==> config.mk <==
export PLATFORM = sky130hd
export DESIGN_NAME = uart_rx
export DESIGN_NICKNAME = d
export VERILOG_FILES = /design/src/rtl/uart_pkg.sv /design/src/rtl/uart_rx.sv
export SDC_FILE = /design/constraint.sdc
export NUM_CORES = 1
export LEC_CHECK = 0
export BUFFER_PORTS_ARGS = -buffer_cell sky130_fd_sc_hd__buf_2
export CORE_MARGIN = 2
export CORE_UTILIZATION = 30
export CTS_BUF_LIST = sky130_fd_sc_hd__clkbuf_4 sky130_fd_sc_hd__clkbuf_8
export DETAILED_ROUTE_END_ITERATION = 6
export PLACE_DENSITY = 0.5
export SLEW_MARGIN = 10
export SYNTH_ARGS = -nofsm -noshare
export SYNTH_HDL_FRONTEND = slang
export SYNTH_SLANG_ARGS = --single-unit
==> constraint.sdc <==
create_clock -name clk -period 3.4 [get_ports clk]
set_input_delay 0 -clock clk [delete_from_list [all_inputs] [get_ports clk]]
set_output_delay 0 -clock clk [all_outputs]
set_load 0.02 [all_outputs]
==> src/rtl/uart_pkg.sv <==
// Shared UART framing definitions.
// Used by both ends of the serial link.
`timescale 1ns/1ps
package uart_pkg;

  typedef enum logic [1:0] {
    IDLE  = 2'b00,
    START = 2'b01,
    DATA  = 2'b10,
    STOP  = 2'b11
  } uart_state_t;

  function automatic int unsigned clks_per_bit(
    input int unsigned clk_freq,
    input int unsigned baud_rate
  );
    return clk_freq / baud_rate;
  endfunction

endpackage

==> src/rtl/uart_rx.sv <==
// 8N1 UART receiver, LSB first.
// Mid-bit sampling of a synchronised line.
`timescale 1ns/1ps
module uart_rx
  import uart_pkg::*;
#(
  parameter int unsigned CLK_FREQ  = 100000000,
  parameter int unsigned BAUD_RATE = 9600
) (
  input  logic       clk,
  input  logic       rst_n,
  input  logic       rx_serial,
  output logic [7:0] rx_data,
  output logic       rx_valid,
  output logic       rx_frame_err,
  output logic       rx_busy
);

  localparam int unsigned CLKS_PER_BIT =
    clks_per_bit(CLK_FREQ, BAUD_RATE);
  localparam int unsigned HALF_BIT = CLKS_PER_BIT / 2;
  localparam logic [31:0] BIT_END  = 32'(CLKS_PER_BIT - 1);
  localparam logic [31:0] HALF_END = 32'(HALF_BIT - 1);

  if (CLKS_PER_BIT < 4) begin : g_cpb_check
    $error("uart_rx: CLKS_PER_BIT must be at least 4");
  end

  logic        rx_meta;
  logic        rx_sync;
  logic        rx_prev;
  logic        fall;

  uart_state_t state;
  uart_state_t state_next;
  logic [31:0] clk_count;
  logic [31:0] clk_count_next;
  logic [2:0]  bit_index;
  logic [2:0]  bit_index_next;
  logic [7:0]  data_shift;
  logic [7:0]  shift_next;
  logic [7:0]  data_next;
  logic        valid_next;
  logic        ferr_next;

  // Two-flop synchroniser plus one history flop for edge detect
  always_ff @(posedge clk or negedge rst_n) begin
    if (!rst_n) begin
      rx_meta <= 1'b1;
      rx_sync <= 1'b1;
      rx_prev <= 1'b1;
    end else begin
      rx_meta <= rx_serial;
      rx_sync <= rx_meta;
      rx_prev <= rx_sync;
    end
  end

  assign fall    = rx_prev & ~rx_sync;
  assign rx_busy = (state != IDLE);

  // Frame state, counters and registered output pulses
  always_ff @(posedge clk or negedge rst_n) begin
    if (!rst_n) begin
      state        <= IDLE;
      clk_count    <= '0;
      bit_index    <= '0;
      data_shift   <= '0;
      rx_data      <= '0;
      rx_valid     <= 1'b0;
      rx_frame_err <= 1'b0;
    end else begin
      state        <= state_next;
      clk_count    <= clk_count_next;
      bit_index    <= bit_index_next;
      data_shift   <= shift_next;
      rx_data      <= data_next;
      rx_valid     <= valid_next;
      rx_frame_err <= ferr_next;
    end
  end

  // Next-state, bit-centre sampling and pulse generation
  always_comb begin
    state_next     = state;
    clk_count_next = clk_count + 32'd1;
    bit_index_next = bit_index;
    shift_next     = data_shift;
    data_next      = rx_data;
    valid_next     = 1'b0;
    ferr_next      = 1'b0;
    unique case (state)
      IDLE: begin
        clk_count_next = '0;
        bit_index_next = '0;
        if (fall) state_next = START;
      end
      START: begin
        if (clk_count == HALF_END) begin
          clk_count_next = '0;
          state_next     = rx_sync ? IDLE : DATA;
        end
      end
      DATA: begin
        if (clk_count == BIT_END) begin
          clk_count_next        = '0;
          shift_next[bit_index] = rx_sync;
          if (bit_index == 3'd7) begin
            state_next     = STOP;
            bit_index_next = '0;
          end else begin
            bit_index_next = bit_index + 3'd1;
          end
        end
      end
      STOP: begin
        if (clk_count == BIT_END) begin
          clk_count_next = '0;
          state_next     = IDLE;
          if (rx_sync) begin
            data_next  = data_shift;
            valid_next = 1'b1;
          end else begin
            ferr_next  = 1'b1;
          end
        end
      end
      default: begin
        clk_count_next = '0;
        state_next     = IDLE;
      end
    endcase
  end

endmodule

==> impl_metrics.csv, run 1 <==
group,metric,value,unit
yosys,yosysTopAreaCellShare,48.2,%
floorplan,fp.dieH,102,microns
placed_design,port_buffers,13,
grt,grt_max_degree,33,
drt,drc_errors,0,
drt,vias,1951,
clocking,root_buffer,"clkbuf_8",
sta,min_period,2.61,ns
sta,skew,0.0104,ns
grt,grt_pass1_vias,2003,
drt,viasPerCell,4.67,
worst_setup_path,reg2reg_depth,5,
finish,nets,290,
finish,synthToLayoutAreaGrowth,14.7,%
floorplan,core_area,9240,sq um
finish,insertedDiodeCount,0,
worst_setup_path,crit_path_start_kind,"flip-flop",
run_status,status,"finished clean",
sta,finalMaxSlewViolations,0,
power_and_ir_drop,irDropWorstVdd,0.255,mV
sta,rsz0062_at_grt,"false",
grt,grt_use_total,12.0,%
worst_setup_path,arrival,2.80,ns
grt,grt-busiest-layer,"met2",
worst_setup_path,required,3.59,ns
finish,drive_above_1_share,21.1,%
yosys,synth_top_area_cell,"dfrtp_1",
yosys,syn_avg_cell_area,10.6,sq um
clocking,clock_latency,0.33,ns
power_and_ir_drop,powerDensity,497,nW/um^2
placed_design,place_area,3030,sq um
grt,grt_pass1_wl,9600,microns
yosys,synth_cells,269,
clocking,ctsResizeCount,0,
min_path,hp-class,"primary input to async pin",
floorplan,rows,35,
placed_design,dpl.hpwl,3710,microns
sta,post-route-period-util,76.7,%
floorplan,pin_count,14,
yosys,synth.most_common_cell,"dfrtp_1",
power_and_ir_drop,p_leak,0.00141,uW
floorplan,die_w,102,microns
grt,grt-ovfl-total,0,
yosys,async_flop_share,100,%
yosys,ys_types,39,
clocking,cts_made_buffers,9,
yosys,yosys-top-cells-count,"dfrtp_1 (55), nor2_1 (41), xnor2_1 (23)",
finish,design_area,3280,sq um
sta,fin_hold_ws,0.219,ns
sta,tightestPinTransition,0.639,ns
clocking,cts_htree_levels,3,
clocking,clock_path_buffers,2,
yosys,synth_area,2860,sq um
drt,routedWlPerCell,13.0,microns
yosys,syn_nets,275,
sta,relSlewSlack,57.4,%
sta,fin_setup_tns,0,ns
sta,hold_viol,0,
finish,layoutNonFillerInstCount,418,
worst_setup_path,critPathMaxFanout,32,
drt,ant_nets,0,
run,cap_violations,0,
yosys,synth_edf_count,0,
yosys,ys_ff_latch,58,
floorplan,initial_core_util,30.9,%
drt,dr.first_iter.drc_count,61,
yosys,yosys_most_used_dff,"dfrtp_1",
sta,setup_viol_count_final,0,
sta,fmax,383,MHz
drt,firstDrtPassIters,5,
yosys,seq_area_frac_synth,50.9,%
clocking,cts.sinks,58,
yosys,synth.area.top_cells,"dfrtp_1 (48%), mux2_2 (7.1%), xnor2_1 (7.0%)",
worst_setup_path,worstSetupPathType,"flip-flop to flip-flop",
yosys,synth_warnings,0,
floorplan,fp.dieArea,10300,sq um
placed_design,gp_congestion,0.768,
grt,use_met1,14.6,%
grt,met2_usage,19.9,%
worst_setup_path,end_kind,"flip-flop",
drt,routed_wl,5450,microns
grt,antenna_found_initial,0,
clocking,cts.clk_slew.worst_paths,0.07,ns
clocking,cts_tree,"yes",
placed_design,place_inst,400,
grt,use_met3,3.93,%
[final cells by class]
type                       instances  area, sq um
multi-input combinational        194         1330
tap                              129          161
inverter                           5         18.8
clock inverter                     5         77.6
timing repair buffer              16         92.6
sequential                        58         1460
fill                             953         5960
clock buffer                      11          145
[power breakdown]
group          internal, uW  switching (uW)  total, uW
clock                   438             270        708
combinational          61.4            85.3        147
sequential              724            50.9        775
[metal layers]
layer  part of all wire (%)  up-vias
met5                      0        -
met2                     47       27
met3                    3.1        5
met4                    1.0        0
li1                       -      980
met1                     49      939
[through the flow]
step                utilization, %  worst slack (ns)  total power [uW]
floorplan                        -              1.19               887
global placement              32.8             0.819               935
detailed placement            32.8             0.777               936
CTS                           35.5             0.754              1660
global route                  35.5             0.499              1720
finish                        35.5             0.791              1630
[flip-flops by register name, indices dropped and copies added, names as in the netlist, named ones only]
signal	flops
clk_count	32
rx_prev	1
rx_meta	1
rx_valid	1
bit_index	3
rx_data	8
rx_sync	1
rx_frame_err	1
state	1
data_shift	8
[cell families after synthesis]
logic type / Yosys count / synth area share (%)
buffers and inverters: 17 / 2.67
adders and majority gates: 3 / 1.31
DFF: 58 / 50.9
xor gates and xnor gates: 30 / 9.19
and+or+nand+nor: 135 / 26.8
AOI/OAI and AO/OA: 7 / 1.66
muxes: 19 / 7.44
[worst max-delay path, cell delays in order (launching register included)]
cell and delay [ns]:
dfrtp_1 0.46, or3b_1 0.39, or3_4 0.43, nor3_4 0.37
mux2_2 0.67, nor2_1 0.13
[placed cells by master (no fill, tap or decap), drive strengths merged, types with 2 or more instances in the layout]
| cell type | n |
|---|---|
| nor4 | 15 |
| and3 | 5 |
| mux2 | 18 |
| dlygate4sd3 | 2 |
| a22o | 2 |
| and4 | 3 |
| xnor2 | 23 |
| bufinv | 2 |
| or3 | 3 |
| nand4bb | 2 |
| nor2 | 41 |
| buf | 14 |
| or4 | 4 |
| nor3 | 9 |
| nor2b | 3 |
| inv | 5 |
| ha | 3 |
| nor4b | 3 |
| nand3 | 18 |
| xor2 | 7 |
| dfrtp | 55 |
| o21ai | 2 |
| nand2 | 16 |
| dfstp | 3 |
| nand4 | 10 |
| clkinv | 2 |
| clkbuf | 11 |
[repair_timing]
item | CTS | global route
setup buffers | 0 | 0
hold buffers | 2 | 0
hold endpoints to repair | 28 | 0
[worst paths after layout]
path                                   startpoint                       to  slack (ns)
hold / removal                              rst_n   rx_data[5]$_DFFE_PN0P_        0.22
hold reg to reg                 rx_meta$_DFF_PN1_        rx_sync$_DFF_PN1_        0.36
min in group clk                        rx_serial        rx_meta$_DFF_PN1_        0.31
max in group asynchronous                   rst_n        rx_sync$_DFF_PN1_        2.30
setup / recovery           clk_count[5]$_DFF_PN0_  clk_count[14]$_DFF_PN0_        0.79
setup reg to reg           clk_count[5]$_DFF_PN0_  clk_count[14]$_DFF_PN0_        0.79
No activity file was read; power rests on OpenSTA's default activity.
==> run 2: changes to the inputs <==
Settings changed: PLACE_DENSITY 0.5 to 0.51.
Clock period 3.4 ns to 2.1 ns, I/O delays scaled along.
==> run 2 against run 1 <==
Cell area rose by 16%. Clock-buffer cell count decreased by 2. Critical endpoint is now data_shift[6]$_DFFE_PN0P_. Final cell count rose by 11%. Clock power up 64%. Global-route usage increased by 0.65 points. Largest cell class unchanged. First-iteration DRC count decreased by 18%. Flip-flop and latch count did not move. Total power is 74% higher.
==> impl_metrics.csv, run 2 (synthesis gave the netlist of run 1 again) <==
group,metric,value,unit
sta,relSlewSlack,50.1,%
worst_setup_path,end_kind,"flip-flop",
drt,routedWlPerCell,12.8,microns
sta,post-route-period-util,99.2,%
finish,layout_commonest_cell,"dfrtp_1",
finish,layout_common_cells,"dfrtp_1 (55), buf_4 (43), nor2_1 (41)",
finish,nFillCells,918,
sta,fmax,480,MHz
run_status,status,"finished clean",
finish,synthToLayoutAreaGrowth,32.7,%
worst_setup_path,worstSetupPathType,"flip-flop to flip-flop",
power_and_ir_drop,p_seq_share,43.1,%
floorplan,rows,35,
clocking,cts_htree_levels,3,
drt,dr.first_iter.drc_count,50,
floorplan,fp.dieH,102,microns
worst_setup_path,arrival,2.31,ns
sta,min_period,2.08,ns
worst_setup_path,critPathMaxFanout,8,
worst_setup_path,critical_path_cell_count,6,
drt,viasPerCell,4.65,
power_and_ir_drop,combPwrFrac,15.8,%
clocking,clock_latency,0.34,ns
clocking,root_buffer,"clkbuf_8",
power_and_ir_drop,swShare,26.6,%
finish,largest-register,"clk_count",
drt,vias,2165,
power_and_ir_drop,p_total,2830,uW
drt,drc_errors,0,
finish,insertedDiodeCount,0,
worst_setup_path,reg2reg_depth,6,
placed_design,gp_congestion,0.724,
sta,hold_viol,0,
grt,grt_pass1_wl,10000,microns
clocking,clock_path_buffers,2,
grt,grt_max_degree,59,
floorplan,core_area,9240,sq um
grt,grt_pass1_vias,2066,
drt,routed_wl,5950,microns
sta,rsz0062_at_grt,"true",
clocking,cts.sinks,58,
placed_design,dpl.hpwl,4150,microns
power_and_ir_drop,p_leak,0.00170,uW
worst_setup_path,slowest_stage,"or3b_4",
sta,setup_viol_count_final,0,
grt,grt_use_total,12.7,%
grt,antenna_found_initial,0,
power_and_ir_drop,switchingPower,752,uW
power_and_ir_drop,p_int,2080,uW
finish,nets,338,
worst_setup_path,path_buf_inv,1,
power_and_ir_drop,irDropWorstVdd,0.413,mV
floorplan,die_w,102,microns
floorplan,pin_count,14,
placed_design,port_buffers,13,
floorplan,initial_core_util,30.9,%
sta,skew,0.00596,ns
min_path,hp-class,"primary input to flip-flop",
drt,firstDrtPassIters,4,
power_and_ir_drop,clkPwrFrac,41.1,%
finish,reg.largest.list,"clk_count: 32 flops, data_shift: 8 flops, rx_data: 8 flops",
clocking,cts_made_buffers,9,
sta,finalMaxSlewViolations,0,
worst_setup_path,crit_path_start_kind,"flip-flop",
grt,grt-ovfl-total,0,
power_and_ir_drop,powerDensity,746,nW/um^2
placed_design,place_inst,446,
clocking,cts_tree,"yes",
min_path,hold_depth,2,
clocking,cts.clk_slew.worst_paths,0.07,ns
sta,tightestPinTransition,0.749,ns
finish,layoutNonFillerInstCount,466,
floorplan,fp.dieArea,10300,sq um
worst_setup_path,critPathMaxStageDelay,0.40,ns
run,cap_violations,0,
drt,ant_nets,0,
finish,largest_register_ffs,32,
finish,drive_above_1_share,35.3,%
worst_setup_path,cpLargestDelayFamily,"simple AND/OR/NAND/NOR gates",
worst_setup_path,cp_cell_sequence,"or3b_4 > or3_4 > nor3_4 > buf_6 > nand4_1 > mux2_2",
worst_setup_path,required,2.33,ns
## run 2: metal layers
layer / vias up / global-route usage [%] / wire (microns)
met5: - / 0 / 0
met4: 0 / 3.74 / 47
met3: 5 / 4.28 / 175
met2: 22 / 20.5 / 2880
met1: 1055 / 16.1 / 2840
li1: 1083 / - / -
## run 2: power by group through the flow
stage / clock (uW) / sequential, uW / combinational, uW
after floorplan: 0 / 1250 / 213
after global placement: 0 / 1240 / 421
after detailed placement: 0 / 1250 / 425
after CTS: 1200 / 1220 / 432
after global routing: 1250 / 1230 / 496
final: 1160 / 1220 / 448
## run 2: final timing paths
kind                                         from  slack (ns)                         to
setup / recovery           clk_count[4]$_DFF_PN0_        0.02  data_shift[6]$_DFFE_PN0P_
hold / removal                          rx_serial        0.31          rx_meta$_DFF_PN1_
setup reg to reg           clk_count[4]$_DFF_PN0_        0.02  data_shift[6]$_DFFE_PN0P_
hold reg to reg                 rx_meta$_DFF_PN1_        0.36          rx_sync$_DFF_PN1_
max in group asynchronous                   rst_n        1.26    clk_count[16]$_DFF_PN0_
min in group asynchronous                   rst_n        0.34       state[0]$_DFFE_PN0P_
## run 2: area by class of cell
cell class	instances	area, sq um	area share (%)
sequential	58	1460	38.4
multi-input combinational	194	1420	37.3
inverter	5	18.8	0.495
clock inverter	7	103	2.71
timing repair buffer	64	515	13.6
clock buffer	9	124	3.27
tap	129	161	4.26
## run 2: repair_timing
action                                 4_1_cts  5_1_grt
setup endpoints to repair                    9       52
hold buffers                                 2        0
endpoints found under the hold margin       56        0
resized for setup                            1       15
buffers inserted                             0        1
cloned                                       0        1
pin swaps                                    1        4
## run 2: per-stage QoR
stage,area (sq um),setup TNS (ns),util (%),setup slack [ns],hold WS [ns]
floorplan,2880,-0.769,-,-0.0961,-0.296
global placement,3440,-0.344,37.2,-0.0407,0.112
detailed placement,3440,-0.394,37.2,-0.0469,0.114
CTS,3690,0,39.9,0.0127,0.292
global route,3790,-2.42,41.0,-0.0728,0.302
finish,3790,0,41.0,0.0170,0.306
